## src/rtl/vram_console.sv

```systemverilog
// Character console that turns a byte stream into VRAM cell writes.
// It handles cursor movement, autowrap, line clearing and a full screen clear.
module vram_console #(
  parameter bit WIDE           = 1'b1,
  parameter bit RGB            = 1'b0,
  parameter bit CLEAR_ON_RESET = 1'b1
) (
  input  logic        clk,
  input  logic        rst_n,
  input  logic        in_valid,
  output logic        in_ready,
  input  logic [7:0]  in_data,
  input  logic [7:0]  attr,
  output logic [11:0] waddr,
  output logic [15:0] wdata,
  output logic        we,
  output logic [6:0]  cursor_x,
  output logic [4:0]  cursor_y,
  output logic        busy
);

  localparam logic [11:0] COLS  = WIDE ? 12'd40 : 12'd80;
  localparam logic [11:0] CELLS = 12'd30 * COLS;

  typedef enum logic [1:0] {IDLE, CLR_LINE, CLR_SCREEN} state_t;

  state_t      state, state_nxt;
  logic [6:0]  cursor_x_nxt;
  logic [4:0]  cursor_y_nxt;
  logic [11:0] clr_addr, clr_addr_nxt;
  logic [11:0] clr_end, clr_end_nxt;
  logic        init_pending;
  logic        we_nxt;
  logic [11:0] waddr_nxt;
  logic [15:0] wdata_nxt;
  logic        accept;
  logic [7:0]  attr_eff;
  logic [11:0] cell_addr;
  logic [4:0]  next_y;
  logic [11:0] next_row_base;

  // The power-up clear is launched from IDLE on the first edge, so input is held off until then.
  assign in_ready      = (state == IDLE) && !init_pending;
  assign busy          = (state != IDLE);
  assign accept        = in_valid && in_ready;
  assign attr_eff      = RGB ? attr : 8'h00;
  assign cell_addr     = {7'd0, cursor_y} * COLS + {5'd0, cursor_x};
  assign next_y        = (cursor_y == 5'd29) ? 5'd0 : cursor_y + 5'd1;
  assign next_row_base = {7'd0, next_y} * COLS;

  always_comb begin
    state_nxt    = state;
    cursor_x_nxt = cursor_x;
    cursor_y_nxt = cursor_y;
    clr_addr_nxt = clr_addr;
    clr_end_nxt  = clr_end;
    we_nxt       = 1'b0;
    waddr_nxt    = waddr;
    wdata_nxt    = wdata;

    case (state)
      IDLE: begin
        if (init_pending) begin
          state_nxt    = CLR_SCREEN;
          clr_addr_nxt = 12'd0;
          clr_end_nxt  = CELLS - 12'd1;
        end else if (accept) begin
          if ((in_data >= 8'h20) && (in_data <= 8'h7E)) begin
            we_nxt    = 1'b1;
            waddr_nxt = cell_addr;
            wdata_nxt = {attr_eff, in_data};
            if ({5'd0, cursor_x} == COLS - 12'd1) begin
              cursor_x_nxt = 7'd0;
              cursor_y_nxt = next_y;
              state_nxt    = CLR_LINE;
              clr_addr_nxt = next_row_base;
              clr_end_nxt  = next_row_base + COLS - 12'd1;
            end else begin
              cursor_x_nxt = cursor_x + 7'd1;
            end
          end else begin
            case (in_data)
              8'h0D: cursor_x_nxt = 7'd0;
              8'h0A: begin
                cursor_x_nxt = 7'd0;
                cursor_y_nxt = next_y;
                state_nxt    = CLR_LINE;
                clr_addr_nxt = next_row_base;
                clr_end_nxt  = next_row_base + COLS - 12'd1;
              end
              8'h08: begin
                if (cursor_x != 7'd0) cursor_x_nxt = cursor_x - 7'd1;
              end
              8'h0C: begin
                cursor_x_nxt = 7'd0;
                cursor_y_nxt = 5'd0;
                state_nxt    = CLR_SCREEN;
                clr_addr_nxt = 12'd0;
                clr_end_nxt  = CELLS - 12'd1;
              end
              default: ;
            endcase
          end
        end
      end

      // Both clear flavours walk clr_addr up to clr_end, one space per cycle.
      CLR_LINE, CLR_SCREEN: begin
        we_nxt    = 1'b1;
        waddr_nxt = clr_addr;
        wdata_nxt = {attr_eff, 8'h20};
        if (clr_addr == clr_end) begin
          state_nxt = IDLE;
        end else begin
          clr_addr_nxt = clr_addr + 12'd1;
        end
      end

      default: state_nxt = IDLE;
    endcase
  end

  always_ff @(posedge clk or negedge rst_n) begin
    if (!rst_n) begin
      state        <= IDLE;
      cursor_x     <= 7'd0;
      cursor_y     <= 5'd0;
      clr_addr     <= 12'd0;
      clr_end      <= 12'd0;
      init_pending <= CLEAR_ON_RESET;
      we           <= 1'b0;
      waddr        <= 12'd0;
      wdata        <= 16'd0;
    end else begin
      state        <= state_nxt;
      cursor_x     <= cursor_x_nxt;
      cursor_y     <= cursor_y_nxt;
      clr_addr     <= clr_addr_nxt;
      clr_end      <= clr_end_nxt;
      init_pending <= 1'b0;
      we           <= we_nxt;
      waddr        <= waddr_nxt;
      wdata        <= wdata_nxt;
    end
  end

endmodule

```

## config.mk

```make
export PLATFORM = sky130hd
export DESIGN_NAME = vram_console
export DESIGN_NICKNAME = d
export VERILOG_FILES = /design/src/rtl/vram_console.sv
export SDC_FILE = /design/constraint.sdc
export NUM_CORES = 1
export LEC_CHECK = 0
export CORE_MARGIN = 4
export CORE_UTILIZATION = 50
export DETAILED_ROUTE_END_ITERATION = 16
export PLACE_DENSITY = 0.79
export SLEW_MARGIN = 20
export SYNTH_ARGS = -nofsm -noshare
export SYNTH_HDL_FRONTEND = slang
export SYNTH_SLANG_ARGS = --single-unit
```

## constraint.sdc

```tcl
create_clock -name clk -period 3.53 [get_ports clk]
set_input_delay 0.706 -clock clk [delete_from_list [all_inputs] [get_ports clk]]
set_output_delay 0.706 -clock clk [all_outputs]
set_load 0.02 [all_outputs]
```

==> reports/qor.txt <==
Post-CTS Setup Bufs -> 0
Post-CTS sizing -> 0
Crit-path max cell delay -> 0.50 ns
WL/cell -> 17.0 µm
Worst path slowest cell -> dfrtp_1
Compound-Gate Fraction of Synth Area -> 23.0%
Final setup fails -> 0
Mux cell area share after synthesis -> 2.45%
Count leader, synth -> dfrtp_1
Final Net Count -> 510
Largest family of logic cells by synthesized area -> compound AO/OA/AOI/OAI gates
Synth unique cells -> 59
PortBufs -> 45
Initial antenna violation count -> 0
FP Rows -> 31
Reg clk slew, reported paths -> 0.06 ns
FMAX -> 0.316 GHz
Initial core utilization -> 52.3%
Yosys reg bits -> 58
Top cells by count, synth -> dfrtp_1, a21oi_1, nor2_1, nand2_1
Clock Latency Late Sink -> 0.35 ns
Reg2reg setup slack -> 0.37 ns
Clock sinks -> 58
Synth Area in XOR/XNOR -> 5.49%
Async set or reset register ratio after synthesis -> 100%
Iter 0 DRT Violations -> 210
Yosys top cell area share -> 37.2%
Post-Synth Adder-Cell Area -> 9.73%
DR DRC count -> 0
N_diodes -> 0
Share of post-route cells with drive strength above 1 -> 7.48%
# placed instances -> 551
CTS tree -> done
Die ar. -> 9130 µm²
Crit path DAT -> 3.40 ns
Peak VDD IR -> 0.000151 V
DR vias/cell -> 5.85
Die Ht -> 95.5 µm
Ys flop type -> dfrtp_1
Synth top area cells -> dfrtp_1, ha_1, a21oi_1
Crit path kind -> register to register
TritonCTS Buffers -> 9
Final Hold Fails -> 0
Drt first pass iters -> 5
CTS root buf -> clkbuf_8
Post-synth top area cell -> dfrtp_1
Syn_area_per_cell -> 9.25 µm²
Crit path buf inv count -> 1
Total number of vias -> 3319
Delay-heaviest family, CP -> adder cells
Number of flops mapped to enable cells by yosys -> 0
Hold-fix buffers, CTS -> 0
Clock Skew -> 0.00937 ns
GRT overflow -> 0
Core ar. -> 7330 µm²
Dpl hpwl -> 6870 µm
Crit Path Max Fanout -> 7
Top cell by count, worst path -> ha_1
Worst-Margin Slew -> 0.746 ns
Total power -> 1.35 mW
Die W -> 95.5 µm
Setup ws final -> 0.368 ns
Sequential fraction of the synthesis area -> 37.9%
Warnings from Yosys -> 0
Dpl ws -> 0.390 ns
Synth-to-layout area growth -> 19.3%
Simple-gate share of the synthesized area -> 15.5%
Setup crit start kind -> register
Final slew viol count -> 0
Final cell count without fillers -> 567
Final Cycle Share -> 89.6%
Filler cells -> 621
Final min period -> 3.16 ns
Final setup TNS -> 0 ns
Status -> finished clean
Gate Count Post-Synth -> 414
IO Count -> 62
Routed Wire Length -> 9640 µm
H-tree depth -> 3
RSZ-0062 raised after global routing -> false
LEAKAGE -> 2.09 nW
First-pass GRT wire length -> 15700 µm
HP Class -> register to register
Slew headroom -> 50.3%
Post-Syn Area -> 3830 µm²
Worst endpoint required time -> 3.76 ns
Crit. End Element -> register
Largest net degree at the start of global routing -> 59
CTS Buffer Depth -> 2
Pwr Density -> 295 nW/µm²
GR Util All Layers -> 22.5%
CP cell instances -> inv_1 > ha_1 > and4_1 > nor2_1 > ha_1 > ha_1 > fa_1 > xnor2_1 > nor2_1 > xnor2_1 > a22o_1
Max Cap Viol -> 0
Post-route ant nets -> 0
GP Congestion -> 0.865
Vias in the first global route -> 3178
-- metrics by stage --
step,instance area (µm²),hold slack (ns),utilization [%]
after global placement,4370,0.465,59.7
after global routing,4570,0.497,62.3
final,4570,0.481,62.3
after CTS,4570,0.492,62.3
after floorplan,3860,0.410,-
after detailed placement,4370,0.471,59.7
-- per-layer routing --
metal  vias to the layer above  wire length, µm  track usage [%]
li1                       1596                -                -
met1                      1590             4300             29.7
met2                       124             4500             36.4
met3                         9              720             4.89
met4                         0              121             7.70
met5                         -                0                0
-- cell families after synthesis --
| logic type | after synthesis |
|---|---|
| flip-flops | 58 |
| multiplexers | 9 |
| AO/OA/AOI/OAI | 129 |
| AND/OR/NAND/NOR | 117 |
| adder cells (fa/ha/maj) | 28 |
| XOR/XNOR | 24 |
| other | 1 |
| buffers and inverters | 48 |
-- power breakdown --
group / internal, mW / switching [mW] / leakage, nW
Combinational: 0.0185 / 0.0425 / 1.24
Clock: 0.364 / 0.258 / 0.101
Sequential: 0.666 / 0.00122 / 0.746
-- state kept, by name, indices dropped and copies added, names as in the netlist --
| register | flops |
|---|---|
| clr_end | 10 |
| waddr | 12 |
| state | 2 |
| cursor_y | 5 |
| init_pending | 1 |
| we | 1 |
| clr_addr | 12 |
| wdata | 8 |
| cursor_x | 7 |
-- worst reg2reg max path: stages (launching register included) --
cell     delay (ns)
dfrtp_1        0.50
inv_1          0.13
ha_1           0.23
and4_1         0.27
nor2_1         0.21
ha_1           0.27
ha_1           0.23
fa_1           0.41
xnor2_1        0.36
nor2_1         0.12
xnor2_1        0.14
a22o_1         0.19
-- layout by cell type (no fill, tap or decap), types with 9 or more instances in the layout --
cell / instances
dfrtp_1: 57
clkdlybuf4s50_1: 44
a21oi_1: 34
nor2_1: 33
nand2_1: 28
o21ai_0: 25
ha_1: 25
inv_1: 21
xor2_1: 16
nand3_1: 12
a22o_1: 11
clkbuf_8: 11
buf_4: 11
o22a_1: 10
o31ai_1: 9
conb_1: 9
-- final timing paths --
check,to,cells past startpoint,startpoint
setup / recovery,clr_end[9],11,cursor_y[1]
hold / removal,waddr[7],2,waddr[7]
setup reg to reg,clr_end[9],11,cursor_y[1]
hold reg to reg,waddr[7],2,waddr[7]
max in group asynchronous,waddr[4],2,rst_n
min in group asynchronous,cursor_x[2],2,rst_n
-- final cells by class --
cell class,instances,area [µm²],share of cell area (%)
Timing Repair Buffer,56,528,11.6
Clock inverter,2,35.0,0.766
Multi-Input combinational cell,316,2190,47.8
Clock buffer,14,163,3.56
Tap cell,99,124,2.71
Inverter,22,82.6,1.81
Sequential cell,58,1450,31.8
(Power assumes the default switching activity.)
